--- src/rtl/quiescence_responder.sv ---
// Per-slot quiescence responder: latches quiesce commands, gates new issues,
// tracks outstanding transactions and answers checks. Optional: QUIESCENCE_RESP_STATUS_EN.
package quiescence_pkg;
   typedef struct packed {
      logic        valid;
      logic        isRequest;
      logic [63:0] data;
   } QuiescenceReq;

   typedef struct packed {
      logic        valid;
      logic [63:0] data;
   } QuiescenceResp;
endpackage

module quiescence_responder
   import quiescence_pkg::*;
#(
   parameter int unsigned OUTSTANDING_W = 16
) (
   input  logic          clk,
   input  logic          rst,
   input  QuiescenceReq  quiescence_req,
   output QuiescenceResp quiescence_resp,
   input  logic          app_issue_valid,
   output logic          app_issue_ok,
   input  logic          app_complete,
   output logic          quiesce_requested,
   output logic          quiesced
);

   typedef enum logic {IDLE, RESPOND} state_t;

   localparam logic [OUTSTANDING_W-1:0] MAX = '1;
   localparam logic [OUTSTANDING_W-1:0] ONE = OUTSTANDING_W'(1);

   state_t                   state_q, state_d;
   logic                     qpend_q, qpend_d;
   logic [OUTSTANDING_W-1:0] outstanding_q, outstanding_d;
   logic                     underflow_q, underflow_d;

   logic        cmd, chk, issue_acc;
   logic [63:0] status;

   assign app_issue_ok      = !qpend_q && (outstanding_q != MAX);
   assign quiesce_requested = qpend_q;
   assign quiesced          = qpend_q && (outstanding_q == '0);

   always_comb begin
      cmd           = quiescence_req.valid && quiescence_req.isRequest;
      chk           = quiescence_req.valid && !quiescence_req.isRequest;
      issue_acc     = app_issue_valid && app_issue_ok;
      qpend_d       = cmd ? quiescence_req.data[0] : qpend_q;
      state_d       = (state_q == IDLE && chk) ? RESPOND : IDLE;
      outstanding_d = outstanding_q;
      underflow_d   = underflow_q;
      // Simultaneous issue and complete cancel; a lone complete at zero is an underflow.
      if (issue_acc && !app_complete) begin
         outstanding_d = outstanding_q + ONE;
      end else if (!issue_acc && app_complete) begin
         if (outstanding_q == '0) begin
            underflow_d = 1'b1;
         end else begin
            outstanding_d = outstanding_q - ONE;
         end
      end
   end

   always_ff @(posedge clk) begin
      if (rst) begin
         state_q       <= IDLE;
         qpend_q       <= 1'b0;
         outstanding_q <= '0;
         underflow_q   <= 1'b0;
      end else begin
         state_q       <= state_d;
         qpend_q       <= qpend_d;
         outstanding_q <= outstanding_d;
         underflow_q   <= underflow_d;
      end
   end

`ifdef QUIESCENCE_RESP_STATUS_EN
   logic [31:0] drain_cycles_q, drain_cycles_d;

   always_comb begin
      drain_cycles_d = drain_cycles_q;
      if (!qpend_q && qpend_d) begin
         drain_cycles_d = '0;
      end else if (qpend_q && outstanding_q != '0 && drain_cycles_q != '1) begin
         drain_cycles_d = drain_cycles_q + 32'd1;
      end
   end

   always_ff @(posedge clk) begin
      if (rst) begin
         drain_cycles_q <= '0;
      end else begin
         drain_cycles_q <= drain_cycles_d;
      end
   end

   always_comb begin
      status                     = '0;
      status[0]                  = quiesced;
      status[1]                  = qpend_q;
      status[2]                  = underflow_q;
      status[16 +: OUTSTANDING_W] = outstanding_q;
      status[63:32]              = drain_cycles_q;
   end
`else
   always_comb begin
      status    = '0;
      status[0] = quiesced;
      status[1] = qpend_q;
      status[2] = underflow_q;
   end
`endif

   always_comb begin
      quiescence_resp.valid = (state_q == RESPOND);
      quiescence_resp.data  = (state_q == RESPOND) ? status : '0;
   end

endmodule

--- config.mk ---
export PLATFORM = sky130hd
export DESIGN_NAME = quiescence_responder
export DESIGN_NICKNAME = d
export VERILOG_FILES = /design/src/rtl/quiescence_responder.sv
export SDC_FILE = /design/constraint.sdc
export NUM_CORES = 1
export LEC_CHECK = 0
export BUFFER_PORTS_ARGS = -buffer_cell sky130_fd_sc_hd__buf_2
export CAP_MARGIN = 15
export CORE_UTILIZATION = 47
export CTS_BUF_LIST = sky130_fd_sc_hd__clkbuf_4
export DETAILED_ROUTE_END_ITERATION = 16
export GPL_TIMING_DRIVEN = 0
export PLACE_DENSITY = 0.89
export SYNTH_ARGS = -nofsm -noshare
export SYNTH_HDL_FRONTEND = slang
export SYNTH_SLANG_ARGS = --single-unit
--- constraint.sdc ---
create_clock -name clk -period 6.4 [get_ports clk]
set_input_delay 1.28 -clock clk [delete_from_list [all_inputs] [get_ports clk]]
set_output_delay 1.28 -clock clk [all_outputs]
set_load 0.01 [all_outputs]
Word level (Yosys, flattened, before mapping):

Index checks and enable logic that the tools add are counted.

* register bits after elaboration: 19
* bits of input ports: 70
* output and inout port bits: 68
* logic and storage cells: 31

* add/subtract/negate cells: 2
* equality and inequality tests: 2
* mux-type cells: 5
* bitwise logic cells: 2
* reductions and logical operators: 16

Operators with widths (number)
* $mux W16: 3
* $add A16 B1 Y16 const B: 1
* $logic_not A16 Y1: 1
* $ne A16 B16 Y1 const B: 1
* $sub A16 B1 Y16 const B: 1
* $logic_and A1 B1 Y1: 8
* $logic_not A1 Y1: 4
* $mux W3: 1
* $reduce_and A3 Y1: 1
* $ne A2 B2 Y1 const B: 1
* $not A1 Y1: 2
* $reduce_and A2 Y1: 1
* $reduce_bool A2 Y1: 1
* $mux W1: 1

Depth between registers and ports, before layout:

Gate-level depths: netlist of run 1.

* depth in word-level cells: 7
* mapped depth: 15
* mapped depth without buffers: 14

Worst setup path before layout of run 1:

No wires, ideal clock.

* path type: input to register
* start point: input app_issue_valid
* end point: register outstanding_q[15]
* library setup time: 0.123 ns
* arrival: 3.511 ns
* required time: 6.277 ns
* path slack: 2.765 ns
* cell stages on the path: 11
* path buffers: 0
* path through: nand2_1 inv_1 ha_1 inv_1 ha_1 a21o_4 a31oi_1 a21boi_2 o31a_1 mux2i_1 mux2_1

* longest elaborated chain between the ends: 5
* elaborated cells between the ends (all ways): 8
* those cells by class: 1 x eq/ne; 1 x mux; 6 x reduce/logical

Ends and longest elaborated chain
* from (decl): RTL line 25 `input logic app_issue_valid,`
* $logic_and A1 B1 Y1 (*): RTL line 52 `issue_acc = app_issue_valid && app_issue_ok;`
* $logic_not A1 Y1: RTL line 60 `end else if (!issue_acc && app_complete) begin`
* $logic_and A1 B1 Y1: RTL line 60
* $reduce_bool A2 Y1 (no source line)
* $reduce_and A2 Y1 (no source line)
* to (signal assigned): RTL line 78 `outstanding_q <= outstanding_d;`
* to (decl): RTL line 39 `logic [OUTSTANDING_W-1:0] outstanding_q, outstanding_d;`

Every way passes the cells marked *; elsewhere a longest branch is shown, timed or not.
A chain may end at the register's enable or synchronous reset.

Worst setup path after layout of run 1:

* start point: input app_issue_valid
* end point: register outstanding_q[14]

Same word-level chain as after synthesis.

==> results.sh, run 1 <==
export IMPL_final_instance_count_excl_fill=380
export IMPL_postLayoutSetupSlackWorst_ps=2590
export IMPL_die_area_sq_um=4630
export IMPL_final_layout_size_suffix_gt1_share_pct=28.5
export IMPL_grt_setup_unrepaired="false"
export IMPL_wire_length_of_the_first_global_routing_pass_mm=6.59
export IMPL_hold_depth=1
export IMPL_met3_usage_pct=3.67
export IMPL_finalNetCount=419
export IMPL_gp_congestion=0.884
export IMPL_post_cts_resized_instances=0
export IMPL_synthesis_area_per_instance_sq_um=8.11
export IMPL_antenna_left=0
export IMPL_dp_worst_setup_slack_ps=2270
export IMPL_yosysSeqAreaShare_pct=18.5
export IMPL_post_cts_setup_buffer_count=0
export IMPL_routed_wire_length_per_instance_microns=10.8
export IMPL_met1_usage_pct=22.6
export IMPL_min_tclk_post_route_ps=3810
export IMPL_core_area_sq_um=4090
export IMPL_synth_top_cells_by_area="sky130_fd_sc_hd__buf_4 (23%), sky130_fd_sc_hd__dfxtp_1 (19%), sky130_fd_sc_hd__ha_1 (10%)"
export IMPL_edff_count_synth=0
export IMPL_cts_made_buffers=3
export IMPL_max_freq_mhz=262
export IMPL_num_antenna_cells=0
export IMPL_r2r_worst_path_cells=14
export IMPL_timing_hold_violations_final=0
export IMPL_finalSetupViolCount=0
export IMPL_top_usage_layer="met2"
export IMPL_clock_latency_on_the_worst_skew_pair_ps=310
export IMPL_worstSetupStartpointType="input port"
export IMPL_drt_initial_drc_count=169
export IMPL_synth_lib_cells_used_distinct=51
export IMPL_placedInstanceArea_sq_um=2400
export IMPL_synth_async_sr_flop_share_pct=0
export IMPL_detailedPlacementHpwl_mm=3.27
export IMPL_initial_core_util_pct=50.2
export IMPL_rows=23
export IMPL_dieWidth_microns=68.1
export IMPL_buffers_added_on_ports=13
export IMPL_first_pass_iters=4
export IMPL_critical_path_peak_fanout=18
export IMPL_area_growth_syn_to_layout_pct=18.5
export IMPL_clkTransAtPathRegs_ps=110
export IMPL_h_tree_depth=1
export IMPL_synth_seq_cells=19
export IMPL_period_share_pct=59.6
export IMPL_crit_path_end_kind="register"
export IMPL_hold_path_endpoint="state_q"
export IMPL_clock_skew_ps=5.07
export IMPL_grt_overflow_total=0
export IMPL_detailroute_via_count=1823
export IMPL_wl_mm=4.12
export IMPL_cts_buffer_depth=2
export IMPL_grt_util_met2_pct=31.1
export IMPL_worst_ep_required_time_ps=6610
export IMPL_yosysWarnings=0
export IMPL_cellPowerDensity_nw_per_um2=382
export IMPL_via_count_of_the_first_global_routing_pass=1494
export IMPL_rr_startpoint="outstanding_q[9]"
export IMPL_grt_start_max_net_pins=19
export IMPL_final_hold_worst_slack_ps=468
export IMPL_floorplan_io_pins=138
export IMPL_number_of_antenna_violations_at_the_first_check_in_global_routing=0
export IMPL_vias_per_cell=4.80
export IMPL_die_height_microns=68.1
export IMPL_cell_at_the_root_of_the_clock_tree="sky130_fd_sc_hd__clkbuf_4"
export IMPL_syn_inst=253
export IMPL_tritoncts_clock_tree="done"
export IMPL_dp_cells=376
export IMPL_timing_max_slew_rel_slack_pct=56.2
export IMPL_finish_instance_area_sq_um=2430
export IMPL_critical_path_arrival_ps=4020
export IMPL_worst_slew_pin_transition_ps=656
export IMPL_p_leak_nw=1.29
export IMPL_r2r_setup_slack_ps=2600
export IMPL_totalNegativeSetupSlack_ps=0
export IMPL_status="complete, no violations"
export IMPL_synth_top_cell_area_share_pct=22.7
export IMPL_synth_top_cell_by_area="sky130_fd_sc_hd__buf_4"
export IMPL_hold_path_startpoint="state_q"
export IMPL_hp_class="reg2reg"
export IMPL_cts_hold_buffers=0
export IMPL_timing_final_max_slew_violations=0
export IMPL_netlist_area_before_placement_sq_um=2050
export IMPL_maxcap_viol_count=0
export IMPL_regToRegEndpoint="outstanding_q[14]"
export IMPL_tritoncts_num_sinks=19
export IMPL_critical_path_class="in2reg"
export IMPL_detail_route_drc_violations=0
export IMPL_grtUsageTotal_pct=19.1
export IMPL_ir_drop_uv=152
export IMPL_ys_dominant_reg_cell="sky130_fd_sc_hd__dfxtp_1"
==> cell usage in the layout, fill, tap and decap left out, types with 3 or more instances in the layout <==
| cell type | count |
|---|---|
| sky130_fd_sc_hd__ha_1 | 17 |
| sky130_fd_sc_hd__a31oi_1 | 3 |
| sky130_fd_sc_hd__buf_2 | 17 |
| sky130_fd_sc_hd__buf_4 | 62 |
| sky130_fd_sc_hd__conb_1 | 61 |
| sky130_fd_sc_hd__a21o_1 | 7 |
| sky130_fd_sc_hd__nor4_1 | 6 |
| sky130_fd_sc_hd__nor3_1 | 4 |
| sky130_fd_sc_hd__o21ai_0 | 4 |
| sky130_fd_sc_hd__o21bai_1 | 3 |
| sky130_fd_sc_hd__and2_1 | 4 |
| sky130_fd_sc_hd__inv_1 | 3 |
| sky130_fd_sc_hd__a21oi_1 | 18 |
| sky130_fd_sc_hd__dfxtp_1 | 19 |
| sky130_fd_sc_hd__xnor2_1 | 6 |
| sky130_fd_sc_hd__nand4_1 | 7 |
| sky130_fd_sc_hd__nor2_1 | 20 |
| sky130_fd_sc_hd__nand2_1 | 13 |
| sky130_fd_sc_hd__clkbuf_4 | 3 |
| sky130_fd_sc_hd__nand3_1 | 7 |
| sky130_fd_sc_hd__mux2i_1 | 4 |
==> cell type report <==
cell class / instances / area, sq um
clock buffer: 3 / 22.5
timing repair buffer: 13 / 65.1
clock inverter: 1 / 5.00
fill: 371 / 1650
multi-input combinational: 219 / 1360
buffer: 71 / 519
sequential: 19 / 380
inverter: 4 / 15.0
tap: 50 / 62.6
==> synthesized netlist by cell type, types with 3 or more instances <==
master	instances
sky130_fd_sc_hd__o21ai_0	4
sky130_fd_sc_hd__dfxtp_1	19
sky130_fd_sc_hd__buf_2	4
sky130_fd_sc_hd__buf_4	62
sky130_fd_sc_hd__and2_1	4
sky130_fd_sc_hd__nand2_1	13
sky130_fd_sc_hd__a21oi_1	18
sky130_fd_sc_hd__a21o_1	7
sky130_fd_sc_hd__mux2i_1	4
sky130_fd_sc_hd__inv_1	3
sky130_fd_sc_hd__a31oi_1	3
sky130_fd_sc_hd__nor3_1	4
sky130_fd_sc_hd__nor4_1	6
sky130_fd_sc_hd__ha_1	17
sky130_fd_sc_hd__xnor2_1	6
sky130_fd_sc_hd__nor2_1	20
sky130_fd_sc_hd__nand4_1	7
sky130_fd_sc_hd__nand3_1	7
sky130_fd_sc_hd__o21bai_1	3
==> power breakdown <==
| group | leakage, nW | switching (W) | internal, W | total (W) |
|---|---|---|---|---|
| clock | 0.0177 | 0.0000399 | 0.0000234 | 0.0000633 |
| combinational | 1.12 | 0.000349 | 0.000297 | 0.000646 |
| sequential | 0.157 | 0.0000565 | 0.000164 | 0.000220 |
| total | 1.29 | 0.000445 | 0.000485 | 0.000930 |
==> worst max-delay path by stage <==
| stage | from | end | slack (ps) | cells past startpoint |
|---|---|---|---|---|
| CTS | app_issue_valid | outstanding_q[15] | 2580 | 12 |
| floorplan | app_issue_valid | outstanding_q[15] | 2770 | 11 |
| global placement | app_issue_valid | outstanding_q[15] | 2330 | 12 |
| global route | outstanding_q[9] | outstanding_q[15] | 2310 | 14 |
| detailed placement | app_issue_valid | outstanding_q[14] | 2270 | 12 |
| finish | app_issue_valid | outstanding_q[14] | 2590 | 12 |
==> per-layer routing <==
metal  wire length [microns]  part of all wire (%)
met5                       0                     0
met4                      91                   2.2
met3                     342                   8.3
met2                    1950                    47
met1                    1730                    42
==> critical path, cell delays in order <==
cell and delay (ps):
sky130_fd_sc_hd__buf_2 100, sky130_fd_sc_hd__nand2_1 70, sky130_fd_sc_hd__inv_1 50, sky130_fd_sc_hd__ha_1 180, sky130_fd_sc_hd__inv_1 490, sky130_fd_sc_hd__ha_1 430, sky130_fd_sc_hd__a21o_4 250, sky130_fd_sc_hd__a311oi_2 350
sky130_fd_sc_hd__nor3_2 140, sky130_fd_sc_hd__o211ai_2 250, sky130_fd_sc_hd__a2111oi_2 100, sky130_fd_sc_hd__a311o_1 320
==> cells by family after synthesis <==
kind of cell,Yosys count,share of synthesized area [%]
muxes,5,2.50
other,1,0.183
buffers and inverters,75,26.0
adders and majority gates,18,11.3
AOI/OAI and AO/OA,56,20.0
DFF,19,18.5
xor gates and xnor gates,8,3.41
and+or+nand+nor,71,18.0
==> through the flow <==
stage / utilization [%] / power [W]
final: 59.5 / 0.000930
after global routing: 59.5 / 0.00102
after CTS: 59.5 / 0.000920
after detailed placement: 58.8 / 0.000851
after global placement: 58.8 / 0.000826
after floorplan: - / 0.000735
==> state kept, by name, indices dropped and copies added (netlist names) <==
register and cells:
outstanding_q 16, underflow_q 1, quiesce_requested 1, state_q 1
Power figures use the tool's default switching activity.
==> inputs of run 2 (changes only) <==
CORE_UTILIZATION = 44   (was 47)
PLACE_DENSITY = 0.84   (was 0.89)
clock period = 3.95 ns   (was 6.4 ns; I/O delays follow)
==> results.sh, run 2 (synthesized netlist as in run 1, its figures left out) <==
export IMPL_status="complete, no violations"
export IMPL_tritoncts_clock_tree="done"
export IMPL_fill_cells=421
export IMPL_antenna_left=0
export IMPL_via_count_of_the_first_global_routing_pass=1667
export IMPL_maxcap_viol_count=0
export IMPL_num_antenna_cells=0
export IMPL_final_layout_size_suffix_gt1_share_pct=28.8
export IMPL_routed_wire_length_per_instance_microns=11.4
export IMPL_max_freq_mhz=280
export IMPL_drt_initial_drc_count=126
export IMPL_finalNetCount=419
export IMPL_crit_path_end_kind="register"
export IMPL_detailedPlacementHpwl_mm=3.51
export IMPL_rr_startpoint="outstanding_q[9]"
export IMPL_cellPowerDensity_nw_per_um2=617
export IMPL_totalNegativeSetupSlack_ps=0
export IMPL_largest_register_by_flop_count="outstanding_q"
export IMPL_critical_path_class="reg2reg"
export IMPL_period_share_pct=90.5
export IMPL_rows=24
export IMPL_wire_length_of_the_first_global_routing_pass_mm=7.25
export IMPL_timing_final_max_slew_violations=0
export IMPL_critical_path_peak_fanout=18
export IMPL_critical_path_arrival_ps=3790
export IMPL_die_area_sq_um=4940
export IMPL_tritoncts_num_sinks=19
export IMPL_crit_start="outstanding_q[9]"
export IMPL_h_tree_depth=1
export IMPL_finalSetupViolCount=0
export IMPL_detailroute_via_count=1864
export IMPL_detail_route_drc_violations=0
export IMPL_grt_start_max_net_pins=19
export IMPL_clkTransAtPathRegs_ps=120
export IMPL_layout_cells_most_common_list="sky130_fd_sc_hd__buf_4 (62), sky130_fd_sc_hd__conb_1 (61), sky130_fd_sc_hd__nor2_1 (20)"
export IMPL_area_growth_syn_to_layout_pct=18.8
export IMPL_buffers_added_on_ports=13
export IMPL_final_instance_count_excl_fill=382
export IMPL_post_cts_resized_instances=0
export IMPL_most_common_cell_after_layout_fill_and_taps_aside="sky130_fd_sc_hd__buf_4"
export IMPL_cts_hold_buffers=0
export IMPL_p_leak_nw=1.29
export IMPL_cts_buffer_depth=2
export IMPL_number_of_antenna_violations_at_the_first_check_in_global_routing=0
export IMPL_final_util_pct=55.2
export IMPL_wl_mm=4.37
export IMPL_worst_slew_pin_transition_ps=505
export IMPL_clock_skew_ps=10.7
export IMPL_min_tclk_post_route_ps=3570
export IMPL_hold_path_startpoint="state_q"
export IMPL_hp_class="reg2reg"
export IMPL_cell_at_the_root_of_the_clock_tree="sky130_fd_sc_hd__clkbuf_4"
export IMPL_post_cts_setup_buffer_count=0
export IMPL_clock_latency_on_the_worst_skew_pair_ps=310
export IMPL_timing_hold_violations_final=0
export IMPL_vias_per_cell=4.88
export IMPL_cts_made_buffers=3
export IMPL_dieWidth_microns=70.3
export IMPL_floorplan_io_pins=138
export IMPL_gp_congestion=0.938
export IMPL_grtUsageTotal_pct=17.8
export IMPL_dp_cells=378
export IMPL_largest_reg_flops=16
export IMPL_grt_setup_unrepaired="false"
export IMPL_timing_max_slew_rel_slack_pct=66.3
export IMPL_initial_core_util_pct=46.5
export IMPL_core_area_sq_um=4410
export IMPL_worstSetupStartpointType="register"
export IMPL_first_pass_iters=4
export IMPL_ir_drop_uv=198
export IMPL_worst_ep_required_time_ps=4160
export IMPL_die_height_microns=70.3
export IMPL_grt_overflow_total=0
==> run 2: cell types whose count changed in the layout (fill, tap and decap cells not counted) <==
cell | before | now
sky130_fd_sc_hd__clkinvlp_4 | 0 | 1
sky130_fd_sc_hd__inv_1 | 3 | 2
==> run 2: layout make-up <==
type | count | area, sq um | area share, %
multi-input combinational | 219 | 1360 | 55.9
buffer | 71 | 519 | 21.3
sequential | 19 | 380 | 15.6
timing repair buffer | 13 | 65.1 | 2.67
tap | 52 | 65.1 | 2.67
clock buffer | 3 | 22.5 | 0.924
inverter | 4 | 18.8 | 0.770
clock inverter | 1 | 5.00 | 0.205
==> run 2: path summary, 6_finish.rpt <==
path              cells past startpoint           endpoint  slack, ps
setup / recovery                     14  outstanding_q[15]        380
hold / removal                        1            state_q        470
setup reg to reg                     14  outstanding_q[15]        380
hold reg to reg                       1            state_q        470
==> run 2: power breakdown <==
| group | internal (W) | total [W] | leakage [nW] | switching (W) |
|---|---|---|---|---|
| logic | 0.000483 | 0.00104 | 1.12 | 0.000561 |
| registers | 0.000265 | 0.000357 | 0.157 | 0.0000913 |
| clock network | 0.0000378 | 0.000106 | 0.0177 | 0.0000677 |
==> run 2: critical path: stages (launching register included) <==
cell                         delay (ps)
sky130_fd_sc_hd__dfxtp_1            450
sky130_fd_sc_hd__nand4_1            130
sky130_fd_sc_hd__nor4_1             310
sky130_fd_sc_hd__nor2_1              90
sky130_fd_sc_hd__nand2_1            100
sky130_fd_sc_hd__inv_1               40
sky130_fd_sc_hd__ha_1               220
sky130_fd_sc_hd__clkinvlp_4         290
sky130_fd_sc_hd__ha_1               380
sky130_fd_sc_hd__a21o_4             260
sky130_fd_sc_hd__a31oi_1            160
sky130_fd_sc_hd__a21boi_2           280
sky130_fd_sc_hd__o31a_1             220
sky130_fd_sc_hd__mux2i_1            200
sky130_fd_sc_hd__mux2_1             330
==> run 2: metrics by stage <==
step                      hold slack [ps]  setup slack [ps]  instance area [sq um]  total power (W)
after floorplan                       428               725                   2280          0.00119
after global placement                442               292                   2410          0.00134
after detailed placement              455               196                   2410          0.00139
after CTS                             474               170                   2430          0.00149
after global routing                  514               139                   2440          0.00164
final                                 469               376                   2440          0.00151
==> run 2: routing by layer <==
metal	up-vias	GRT usage, %	share of wire, %	wire length (microns)
met5	-	0	0	0
met4	0	6.67	0.96	42
met3	4	2.60	8.2	356
met2	84	32.7	51	2220
met1	837	20.4	40	1750
li1	939	-	-	-
==> inputs of run 3 (changes only) <==
RECOVER_POWER = 50   (was not set)
==> results.sh, run 3 (synthesized netlist as in run 1, its figures left out) <==
export IMPL_maxUsedRoutingLayer="met4"
export IMPL_largest_reg_flops=16
export IMPL_regToRegEndpoint="outstanding_q[15]"
export IMPL_critical_path_peak_fanout=18
export IMPL_min_tclk_post_route_ps=3580
export IMPL_dieWidth_microns=70.3
export IMPL_timing_hold_violations_final=0
export IMPL_largest_register_by_flop_count="outstanding_q"
export IMPL_num_antenna_cells=0
export IMPL_detailedPlacementHpwl_mm=3.51
export IMPL_period_share_pct=90.7
export IMPL_final_layout_size_suffix_gt1_share_pct=26.7
export IMPL_critical_path_class="reg2reg"
export IMPL_rows=24
export IMPL_grt_overflow_total=0
export IMPL_worstSetupStartpointType="register"
export IMPL_maxcap_viol_count=0
export IMPL_layout_cells_most_common_list="sky130_fd_sc_hd__buf_4 (62), sky130_fd_sc_hd__conb_1 (61), sky130_fd_sc_hd__nor2_1 (20)"
export IMPL_worstSetupEndpoint="outstanding_q[15]"
export IMPL_seq_area_sq_um=380
export IMPL_ir_drop_uv=196
export IMPL_status="complete, no violations"
export IMPL_combPwrFrac_pct=69.3
export IMPL_rr_startpoint="outstanding_q[9]"
export IMPL_most_common_cell_after_layout_fill_and_taps_aside="sky130_fd_sc_hd__buf_4"
export IMPL_first_pass_iters=4
export IMPL_vias_per_cell=4.87
export IMPL_finalSetupViolCount=0
export IMPL_antenna_left=0
export IMPL_routed_wire_length_per_instance_microns=11.5
export IMPL_cell_internal_pwr_w=0.000785
export IMPL_crit_path_end_kind="register"
export IMPL_clkTransAtPathRegs_ps=130
export IMPL_r2r_worst_path_cells=14
export IMPL_cts_hold_buffers=0
export IMPL_power_switching_share_pct=47.9
export IMPL_fill_cells=426
export IMPL_r2r_setup_slack_ps=370
export IMPL_h_tree_depth=1
export IMPL_clock_skew_ps=11.0
export IMPL_tritoncts_clock_tree="done"
export IMPL_initial_core_util_pct=46.5
export IMPL_wl_mm=4.38
export IMPL_number_of_antenna_violations_at_the_first_check_in_global_routing=0
export IMPL_worst_ep_required_time_ps=4160
export IMPL_hp_class="reg2reg"
export IMPL_floorplan_io_pins=138
export IMPL_detailroute_via_count=1861
export IMPL_finish_instance_area_sq_um=2430
export IMPL_cts_buffer_depth=2
export IMPL_power_clock_fraction_pct=7.0
export IMPL_timing_max_slew_rel_slack_pct=56.2
export IMPL_totalNegativeSetupSlack_ps=0
export IMPL_grt_setup_unrepaired="false"
export IMPL_cellPowerDensity_nw_per_um2=620
export IMPL_crit_start="outstanding_q[9]"
export IMPL_cts_made_buffers=3
export IMPL_die_height_microns=70.3
export IMPL_p_leak_nw=1.27
export IMPL_area_growth_syn_to_layout_pct=18.4
export IMPL_multiInputGateArea_sq_um=1360
export IMPL_wire_length_of_the_first_global_routing_pass_mm=7.25
export IMPL_timing_final_max_slew_violations=0
export IMPL_finalNetCount=419
export IMPL_routed_wl_met2_mm=2.23
export IMPL_wl_met3_microns=321
export IMPL_grtUsageTotal_pct=17.8
export IMPL_tritoncts_num_sinks=19
export IMPL_via_count_of_the_first_global_routing_pass=1667
export IMPL_gp_congestion=0.938
export IMPL_cell_at_the_root_of_the_clock_tree="sky130_fd_sc_hd__clkbuf_4"
export IMPL_core_area_sq_um=4410
export IMPL_critical_path_arrival_ps=3800
export IMPL_grt_start_max_net_pins=19
export IMPL_max_freq_mhz=279
export IMPL_clock_latency_on_the_worst_skew_pair_ps=310
export IMPL_power_frac_seq_pct=23.7
export IMPL_die_area_sq_um=4940
export IMPL_routed_length_on_met1_mm=1.79
export IMPL_power_net_switching_w=0.000721
export IMPL_worst_slew_pin_transition_ps=657
export IMPL_buffers_added_on_ports=13
export IMPL_placedInstanceArea_sq_um=2410
export IMPL_drt_initial_drc_count=159
export IMPL_detail_route_drc_violations=0
==> run 3: cell count changes in the layout (fill, tap and decap cells not counted), sizes merged <==
cell	before	now
clkbuf	5	13
buf	82	74
==> run 3: power by group through the flow <==
stage	Sequential (W)	Combinational, W	Clock (W)
after CTS	0.000353	0.00103	0.000106
after global placement	0.000353	0.000989	0
after global routing	0.000370	0.00116	0.000114
final	0.000357	0.00104	0.000105
after detailed placement	0.000359	0.00103	0
after floorplan	0.000330	0.000860	0
==> run 3: cell type report <==
class / count / area share, %
inverter: 4 / 0.772
sequential: 19 / 15.7
clock buffer: 3 / 0.927
multi-input combinational: 219 / 56.1
clock inverter: 1 / 0.206
timing repair buffer: 13 / 2.37
tap: 52 / 2.68
buffer: 71 / 21.3
==> run 3: worst max-delay path, stage by stage (launching register included) <==
cell                         delay, ps
sky130_fd_sc_hd__dfxtp_1           450
sky130_fd_sc_hd__nand4_1           130
sky130_fd_sc_hd__nor4_1            310
sky130_fd_sc_hd__nor2_1             90
sky130_fd_sc_hd__nand2_1           100
sky130_fd_sc_hd__inv_1              50
sky130_fd_sc_hd__ha_1              220
sky130_fd_sc_hd__clkinvlp_4        300
sky130_fd_sc_hd__ha_1              380
sky130_fd_sc_hd__a21o_4            260
sky130_fd_sc_hd__a31oi_1           160
sky130_fd_sc_hd__a21boi_2          280
sky130_fd_sc_hd__o31a_1            220
sky130_fd_sc_hd__mux2i_1           200
sky130_fd_sc_hd__mux2_1            330
==> run 3: worst min path at each step <==
stage / start / to / slack, ps / cells after the start
after CTS: state_q / state_q / 470 / 1
after floorplan: state_q / state_q / 430 / 1
after global routing: state_q / state_q / 520 / 1
final: state_q / state_q / 470 / 1
after global placement: underflow_q / underflow_q / 440 / 2
after detailed placement: underflow_q / underflow_q / 450 / 2
==> run 3: through the flow <==
stage | utilization (%) | hold slack, ps | worst slack, ps | cells | total power (W)
2_1_floorplan | - | 428 | 725 | 313 | 0.00119
3_3_place_gp | 54.5 | 442 | 292 | 378 | 0.00134
3_5_place_dp | 54.5 | 455 | 196 | 378 | 0.00139
4_1_cts | 55.2 | 474 | 170 | 382 | 0.00149
5_1_grt | 55.0 | 517 | 135 | 382 | 0.00164
6_report | 55.0 | 472 | 367 | 382 | 0.00151
==> run 3: metal layers <==
| layer | vias up | track usage, % |
|---|---|---|
| li1 | 938 | - |
| met1 | 837 | 20.4 |
| met2 | 82 | 32.7 |
| met3 | 4 | 2.60 |
| met4 | 0 | 6.67 |
| met5 | - | 0 |
==> run 3: what timing repair did <==
item,CTS,global route
gates resized for setup,0,1
endpoints found under the setup margin,0,3
endpoints found under the hold margin,0,0
buffers inserted,0,0
